File: config.mk
export PLATFORM = sky130hd
export DESIGN_NAME = init_port
export DESIGN_NICKNAME = d
export VERILOG_FILES = /design/src/rtl/bus_pkg.sv /design/src/rtl/piso_serializer.sv /design/src/rtl/init_port.sv
export SDC_FILE = /design/constraint.sdc
export NUM_CORES = 1
export LEC_CHECK = 0
export ABC_AREA = 1
export BUFFER_PORTS_ARGS = -buffer_cell sky130_fd_sc_hd__buf_4
export CORE_ASPECT_RATIO = 2
export CORE_MARGIN = 2
export CORE_UTILIZATION = 48
export CTS_CLUSTER_DIAMETER = 50
export DETAILED_ROUTE_END_ITERATION = 12
export PLACE_DENSITY_LB_ADDON = 0.05
export REMOVE_ABC_BUFFERS = 1
export SLEW_MARGIN = 15
export SYNTH_ARGS = -nofsm -noshare
export SYNTH_HDL_FRONTEND = slang
export SYNTH_SLANG_ARGS = --single-unit
File: constraint.sdc
create_clock -name clk -period 1.4 [get_ports clk]
set_input_delay 0.28 -clock clk [delete_from_list [all_inputs] [get_ports clk]]
set_output_delay 0.28 -clock clk [all_outputs]
set_load 0.02 [all_outputs]
File: src/rtl/bus_pkg.sv
// Shared serial-bus constants and types used by the initiator port and its serializer.
package bus_pkg;
    localparam int ADDR_W = 16;
    localparam int DATA_W = 8;
    localparam int CNT_W  = 5;

    localparam logic MODE_ADDR = 1'b0;
    localparam logic MODE_DATA = 1'b1;

    localparam logic [CNT_W-1:0] LEN_ADDR = 5'd16;
    localparam logic [CNT_W-1:0] LEN_DATA = 5'd8;

    typedef enum logic {
        TX_IDLE,
        TX_SHIFT
    } tx_state_e;
endpackage

File: src/rtl/piso_serializer.sv
// Parallel-in, serial-out shifter: emits load_len_i bits of load_data_i LSB first,
// accepting a new load while idle or during the final bit of the current frame.
module piso_serializer
    import bus_pkg::*;
(
    input  logic              clk,
    input  logic              rst_n,
    input  logic              load_i,
    input  logic [ADDR_W-1:0] load_data_i,
    input  logic [CNT_W-1:0]  load_len_i,
    output logic              bit_o,
    output logic              valid_o
);

    tx_state_e         state_q, state_d;
    logic [ADDR_W-1:0] shreg_q, shreg_d;
    logic [CNT_W-1:0]  cnt_q, cnt_d;
    logic              can_load;

    // Reloading on the last-bit cycle lets frames run back to back with no idle gap.
    assign can_load = (state_q == TX_IDLE) || (cnt_q == 5'd1);

    always_comb begin
        state_d = state_q;
        shreg_d = shreg_q;
        cnt_d   = cnt_q;
        case (state_q)
            TX_IDLE: ;
            TX_SHIFT: begin
                shreg_d = {1'b0, shreg_q[ADDR_W-1:1]};
                cnt_d   = cnt_q - 5'd1;
                if (cnt_q == 5'd1) begin
                    state_d = TX_IDLE;
                end
            end
            default: state_d = TX_IDLE;
        endcase
        if (load_i && can_load) begin
            shreg_d = load_data_i;
            cnt_d   = load_len_i;
            state_d = TX_SHIFT;
        end
    end

    always_ff @(posedge clk or negedge rst_n) begin
        if (!rst_n) begin
            state_q <= TX_IDLE;
            shreg_q <= '0;
            cnt_q   <= '0;
        end else begin
            state_q <= state_d;
            shreg_q <= shreg_d;
            cnt_q   <= cnt_d;
        end
    end

    // Upper bits are zero-filled while shifting, so the line rests at 0 when idle.
    assign bit_o   = shreg_q[0];
    assign valid_o = (state_q == TX_SHIFT);

endmodule

File: src/rtl/init_port.sv
// Initiator-side bus port: serializes address/write bytes onto the bus, assembles
// LSB-first read bytes, and forwards arbitration and handshake signals.
module init_port
    import bus_pkg::*;
(
    input  logic              clk,
    input  logic              rst_n,
    input  logic              init_req,
    input  logic              arbiter_grant,
    input  logic [DATA_W-1:0] init_data_out,
    input  logic              init_data_out_valid,
    input  logic [ADDR_W-1:0] init_addr_out,
    input  logic              init_addr_out_valid,
    input  logic              init_rw,
    input  logic              init_ready,
    input  logic              init_bus_mode,
    input  logic              target_split,
    input  logic              target_ack,
    input  logic              bus_data_in_valid,
    input  logic              bus_data_in,
    output logic              bus_data_out,
    output logic              init_grant,
    output logic [DATA_W-1:0] init_data_in,
    output logic              init_data_in_valid,
    output logic              bus_data_out_valid,
    output logic              arbiter_req,
    output logic              bus_mode,
    output logic              init_ack,
    output logic              bus_init_ready,
    output logic              bus_init_rw,
    output logic              init_split_ack
);

    assign init_grant     = arbiter_grant;
    assign arbiter_req    = init_req;
    assign bus_mode       = init_bus_mode;
    assign init_ack       = target_ack;
    assign bus_init_ready = init_ready;
    assign bus_init_rw    = init_rw;
    assign init_split_ack = target_split;

    logic              addr_ld;
    logic              data_ld;
    logic [ADDR_W-1:0] tx_word;
    logic [CNT_W-1:0]  tx_len;

    // Address wins when both strobes qualify in the same cycle.
    assign addr_ld = init_addr_out_valid && (init_bus_mode == MODE_ADDR);
    assign data_ld = init_data_out_valid && (init_bus_mode == MODE_DATA) && init_rw;
    assign tx_word = addr_ld ? init_addr_out : {{(ADDR_W-DATA_W){1'b0}}, init_data_out};
    assign tx_len  = addr_ld ? LEN_ADDR : LEN_DATA;

    piso_serializer u_piso (
        .clk         (clk),
        .rst_n       (rst_n),
        .load_i      (addr_ld || data_ld),
        .load_data_i (tx_word),
        .load_len_i  (tx_len),
        .bit_o       (bus_data_out),
        .valid_o     (bus_data_out_valid)
    );

    logic [DATA_W-1:0] rx_sh_q, rx_sh_d;
    logic [2:0]        rx_cnt_q, rx_cnt_d;
    logic [DATA_W-1:0] rx_byte_q, rx_byte_d;
    logic              rx_vld_q, rx_vld_d;

    // Bits enter at the MSB so the first bit received ends up in bit 0.
    always_comb begin
        rx_sh_d   = rx_sh_q;
        rx_cnt_d  = rx_cnt_q;
        rx_byte_d = rx_byte_q;
        rx_vld_d  = 1'b0;
        if (bus_data_in_valid) begin
            rx_sh_d  = {bus_data_in, rx_sh_q[DATA_W-1:1]};
            rx_cnt_d = rx_cnt_q + 3'd1;
            if (rx_cnt_q == 3'd7) begin
                rx_byte_d = {bus_data_in, rx_sh_q[DATA_W-1:1]};
                rx_vld_d  = 1'b1;
            end
        end
    end

    always_ff @(posedge clk or negedge rst_n) begin
        if (!rst_n) begin
            rx_sh_q   <= '0;
            rx_cnt_q  <= '0;
            rx_byte_q <= '0;
            rx_vld_q  <= 1'b0;
        end else begin
            rx_sh_q   <= rx_sh_d;
            rx_cnt_q  <= rx_cnt_d;
            rx_byte_q <= rx_byte_d;
            rx_vld_q  <= rx_vld_d;
        end
    end

    assign init_data_in       = rx_byte_q;
    assign init_data_in_valid = rx_vld_q;

endmodule

Yosys cells after proc, flatten, opt, wreduce, memory -nomap -nowiden --
Index checks and enable logic that the tools add are counted.
Storage, ports and cells: register bits after elaboration 42
Operators by class: reduce and logical (&&, ||, !) cells 8, bitwise logic cells 2, muxes and demuxes 11, equality and inequality tests 2, add/sub/neg operators 2
Operator list (number):
- $mux W16 | 3
- $mux W5 | 3
- $eq A5 B1 Y1 const B | 1
- $mux W1 | 5
- $sub A5 B1 Y5 const B | 1
- $logic_and A1 B1 Y1 | 4
- $add A3 B1 Y3 const B | 1
- $eq A3 B3 Y1 const B | 1
- $logic_or A1 B1 Y1 | 2
- $not A1 Y1 | 2
- $reduce_and A2 Y1 | 1
- $reduce_bool A2 Y1 | 1

Depth between registers and ports, before layout --
word-level depth 5, mapped depth 11

Cells and area by module --
Synthesis repeated with hierarchy kept, for this count alone.
Unflattened totals: cell total of the unflattened synthesis 278, area total of the unflattened synthesis 2280.9 µm²
Modules (own cells, without submodules):
- piso_serializer | cells each 147, area each 1178.6 µm², times used 1
- init_port | cells each 131, area each 1102.3 µm², times used 1

Least setup slack after synthesis --
Ideal clock, no wire load.
path type register to register, start register u_piso.cnt_q[1], end register u_piso.shreg_q[7], arrival time 1.291 ns, period minus slack after synthesis 1.408 ns, path buffers 1, path slack -0.008 ns, library setup time 0.117 ns, stages on the path, launching flop included 11, cell sequence dfrtp_1 inv_1 ha_1 inv_1 nor2_1 nand2_1 nand2_2 buf_4 nand3_1 nand3_1 nand2_1
On the way: longest elaborated chain between the ends 4, elaborated cells between the ends (all ways) 5, classes of those cells eq/ne: 1; mux: 1; reduce/logical: 3
RTL lines:
- start, declared | RTL line piso_serializer.sv:17 | logic [CNT_W-1:0] cnt_q, cnt_d;
- start signal, assigned | RTL line piso_serializer.sv:53 | cnt_q <= cnt_d;
- $eq A5 B1 Y1 (*) | RTL line piso_serializer.sv:21 | assign can_load = (state_q == TX_IDLE) || (cnt_q == 5'd1);
- $logic_or A1 B1 Y1 (*) | RTL line piso_serializer.sv:21
- $logic_and A1 B1 Y1 (*) | RTL line piso_serializer.sv:38 | if (load_i && can_load) begin
- $mux W16 or $reduce_bool A2 Y1 (tied branches)
- end signal, assigned | RTL line piso_serializer.sv:52 | shreg_q <= shreg_d;
- end, declared | RTL line piso_serializer.sv:16 | logic [ADDR_W-1:0] shreg_q, shreg_d;
Mark *: on every way between the ends. The rest lies on a longest branch, timed or not. A chain may end at the register's enable or synchronous reset.

Final worst setup path --
start register u_piso.cnt_q[1], end register u_piso.shreg_q[5]
The elaborated chain is that of the path after synthesis.

==> metrics <==
setup repair bufs after CTS=0; endpoints failing hold=0; Reg2Reg Launch Point=u_piso.cnt_q[1]; initial core utilization=0.5014; # setup viols final=0; routed wire length=5.224 mm; post-route antenna net violation count=0; largest net degree at the start of global routing=42; CP endpoint=u_piso.shreg_q[5]; leakage=1.564 nW; Max-Cap Viols=0; WL/cell=13.82 microns; vias in the first global route=1918; Skew-Pair Late Insertion Delay=0.29 ns; Worst-path clk slew=0.08 ns; shortest period the worst path allows=1.365 ns; clock sink total=41; Peak VDD IR=1.125 mV; DP Area=2532 sq um; Clock Tree Root=clkbuf_8; post-synthesis sequential area ratio=0.4715; cell taking the most area after synthesis=dfrtp_1; clk_skew=0.007889 ns; period utilisation layout=0.9751; most common cell in the netlist=nand2_1; Required @ worst endpoint=1.63 ns; post-route insts no fill=378; total CTS buffers=5; via density per instance=5.132; die area=5120 sq um; Ant. Diodes=0; WP depth=10; Syn Area/Cell=8.059 sq um; Worst R2R Path Depth=10; Vias=1940; CP Launch Type=register; CTS Buffer Depth=2; DPL Wire Length=3.587 mm; RSZ-0062 raised after global routing=yes; Hold Crit Start=bus_data_in; f_max=0.7325 GHz; crit path kind=register to register; Critical R2R Capture=u_piso.shreg_q[5]; status=complete, no violations; Synth top area share=0.4715; DR iter-0 viols=39; Synth Flop Type=dfrtp_1; Final #Nets=364; drt first pass iters=4; top cells by area, synth=dfrtp_1, nand2_1, nand3_1; Ports=55; Final Core Density=0.6719; CTS tree=yes; crit-path leading delay family=simple AND/OR/NAND/NOR gates; DIE WIDTH=51.61 microns; Layout area overhead=33.99%; Synth Instances=270; Cell Rows=34; Core Area=4339 sq um; CP startpoint=u_piso.cnt_q[1]; number of synthesized register bits=41; R2R Setup Slk=0.03 ns; Final Instance Area=2915 sq um; CP max-delay cell=dfrtp_1; share of cells above drive strength 1=0.3457; Fillers=404; Mapped Area=2176 sq um; IO buf count=44; Worst EP arrival=1.59 ns; initial antenna violation count=0; Post-synth EDFFs=0; CP max FO=5; Hold Crit Class=input pin to register; Synth top cells by count=nand2_1, nand3_1, dfrtp_1; GRT overflow=0; first-pass GRT wire length=8.259 mm; yosys warns=0; power per cell area=1734 nW/um^2; max incr delay on CP=0.40 ns; Slew Limit Fails=0; slew margin rel.=0.6539; ys async rst share=1.000; crit path buf inv count=2; post-synth cell types=24; H-tree depth=2; gr usage total=0.2130; Die Span Y=99.22 microns; Placer Congestion=0.8074; DRC Markers=0; Least-Margin Pin Slew=0.5192 ns; critical path cell sequence=inv_2, ha_4, inv_2, nor2_4, nand2_4, nand2_8, nand2_8, nand2_4, nand3_2, nand2_1; Worst setup EP type=register; Placed Instances=364
==> power by group <==
group	leakage, nW	total [mW]	internal [mW]	switching [mW]
combinational	0.983	2.20	0.958	1.24
clock	0.0585	0.979	0.581	0.398
sequential	0.523	1.88	1.60	0.282
==> logic make-up after synthesis <==
group | after synthesis | synth area share
DFF | 41 | 0.4715
and+or+nand+nor | 144 | 0.3071
AOI/OAI and AO/OA | 17 | 0.03910
xor gates and xnor gates | 2 | 0.008052
adders and majority gates | 4 | 0.02300
muxes | 2 | 0.01035
buffers and inverters | 60 | 0.1409
==> per-layer routing <==
metal,vias up,part of all wire,global-route usage
met5,-,0,0
met4,0,0.017,0.07895
met3,8,0.026,0.02553
met2,47,0.61,0.4132
met1,941,0.35,0.2201
li1,944,-,-
==> worst min path at each step <==
| stage | end | slack, ns | cells past startpoint |
|---|---|---|---|
| 4_1_cts | init_data_in[7] | 0.19 | 3 |
| 5_1_grt | init_data_in[7] | 0.20 | 3 |
| 2_1_floorplan | init_data_in[0] | -0.02 | 0 |
| 3_5_place_dp | u_piso.cnt_q[1] | 0.30 | 1 |
| 3_3_place_gp | u_piso.valid_o | 0.30 | 1 |
| 6_report | init_data_in[7] | 0.20 | 3 |
==> worst register-to-register path, stage by stage, from the launching register on <==
cell and delay (ns):
dfrtp_1 0.40, inv_2 0.08, ha_4 0.13, inv_2 0.04, nor2_4 0.11, nand2_4 0.09, nand2_8 0.15, nand2_8 0.09
nand2_4 0.09, nand3_2 0.05, nand2_1 0.08
==> stage by stage <==
step	setup slack, ns	total power [mW]	hold WS (ns)	TNS, ns
after floorplan	-0.005548	2.866	-0.01559	-0.04646
after global placement	-0.03015	3.605	0.2983	-0.1440
after detailed placement	-0.06582	3.657	0.2965	-0.7782
after CTS	0.007090	4.668	0.1927	0
after global routing	-0.04478	5.405	0.2039	-0.3289
final	0.03482	5.056	0.1990	0
==> final cells by class <==
cell class	instances	area [sq um]	area share
multi-input cells	174	1091	0.3742
clock inverters	1	30.03	0.01030
flip-flops and latches	41	1027	0.3524
repair buffers	59	452.9	0.1554
clock buffers	7	86.33	0.02961
inverters	42	160.2	0.05494
well taps	54	67.56	0.02318
==> state kept, by name (all words and copies together), names as in the netlist <==
name / count
u_piso.valid_o: 1
init_data_in_valid: 1
u_piso.shreg_q: 16
rx_cnt_q: 3
init_data_in: 8
rx_sh_q: 7
u_piso.cnt_q: 5
==> layout by cell type, fill, tap and decap left out, types with 5 or more instances in the layout <==
master / n
buf_4: 57
clkbuf_8: 6
dfrtp_1: 40
inv_1: 38
nand2_1: 74
nand2_2: 9
nand2_4: 5
nand2_8: 5
nand3_1: 34
nand3_2: 16
o21ai_0: 14
==> repair_timing <==
item | 4_1_cts | 5_1_grt
cloned | 0 | 5
hold endpoints to repair | 41 | 0
resized for setup | 1 | 44
endpoints found under the setup margin | 21 | 21
hold buffers | 1 | 0
pin swaps | 0 | 16
Note: power is estimated with default switching activity, not from simulation.
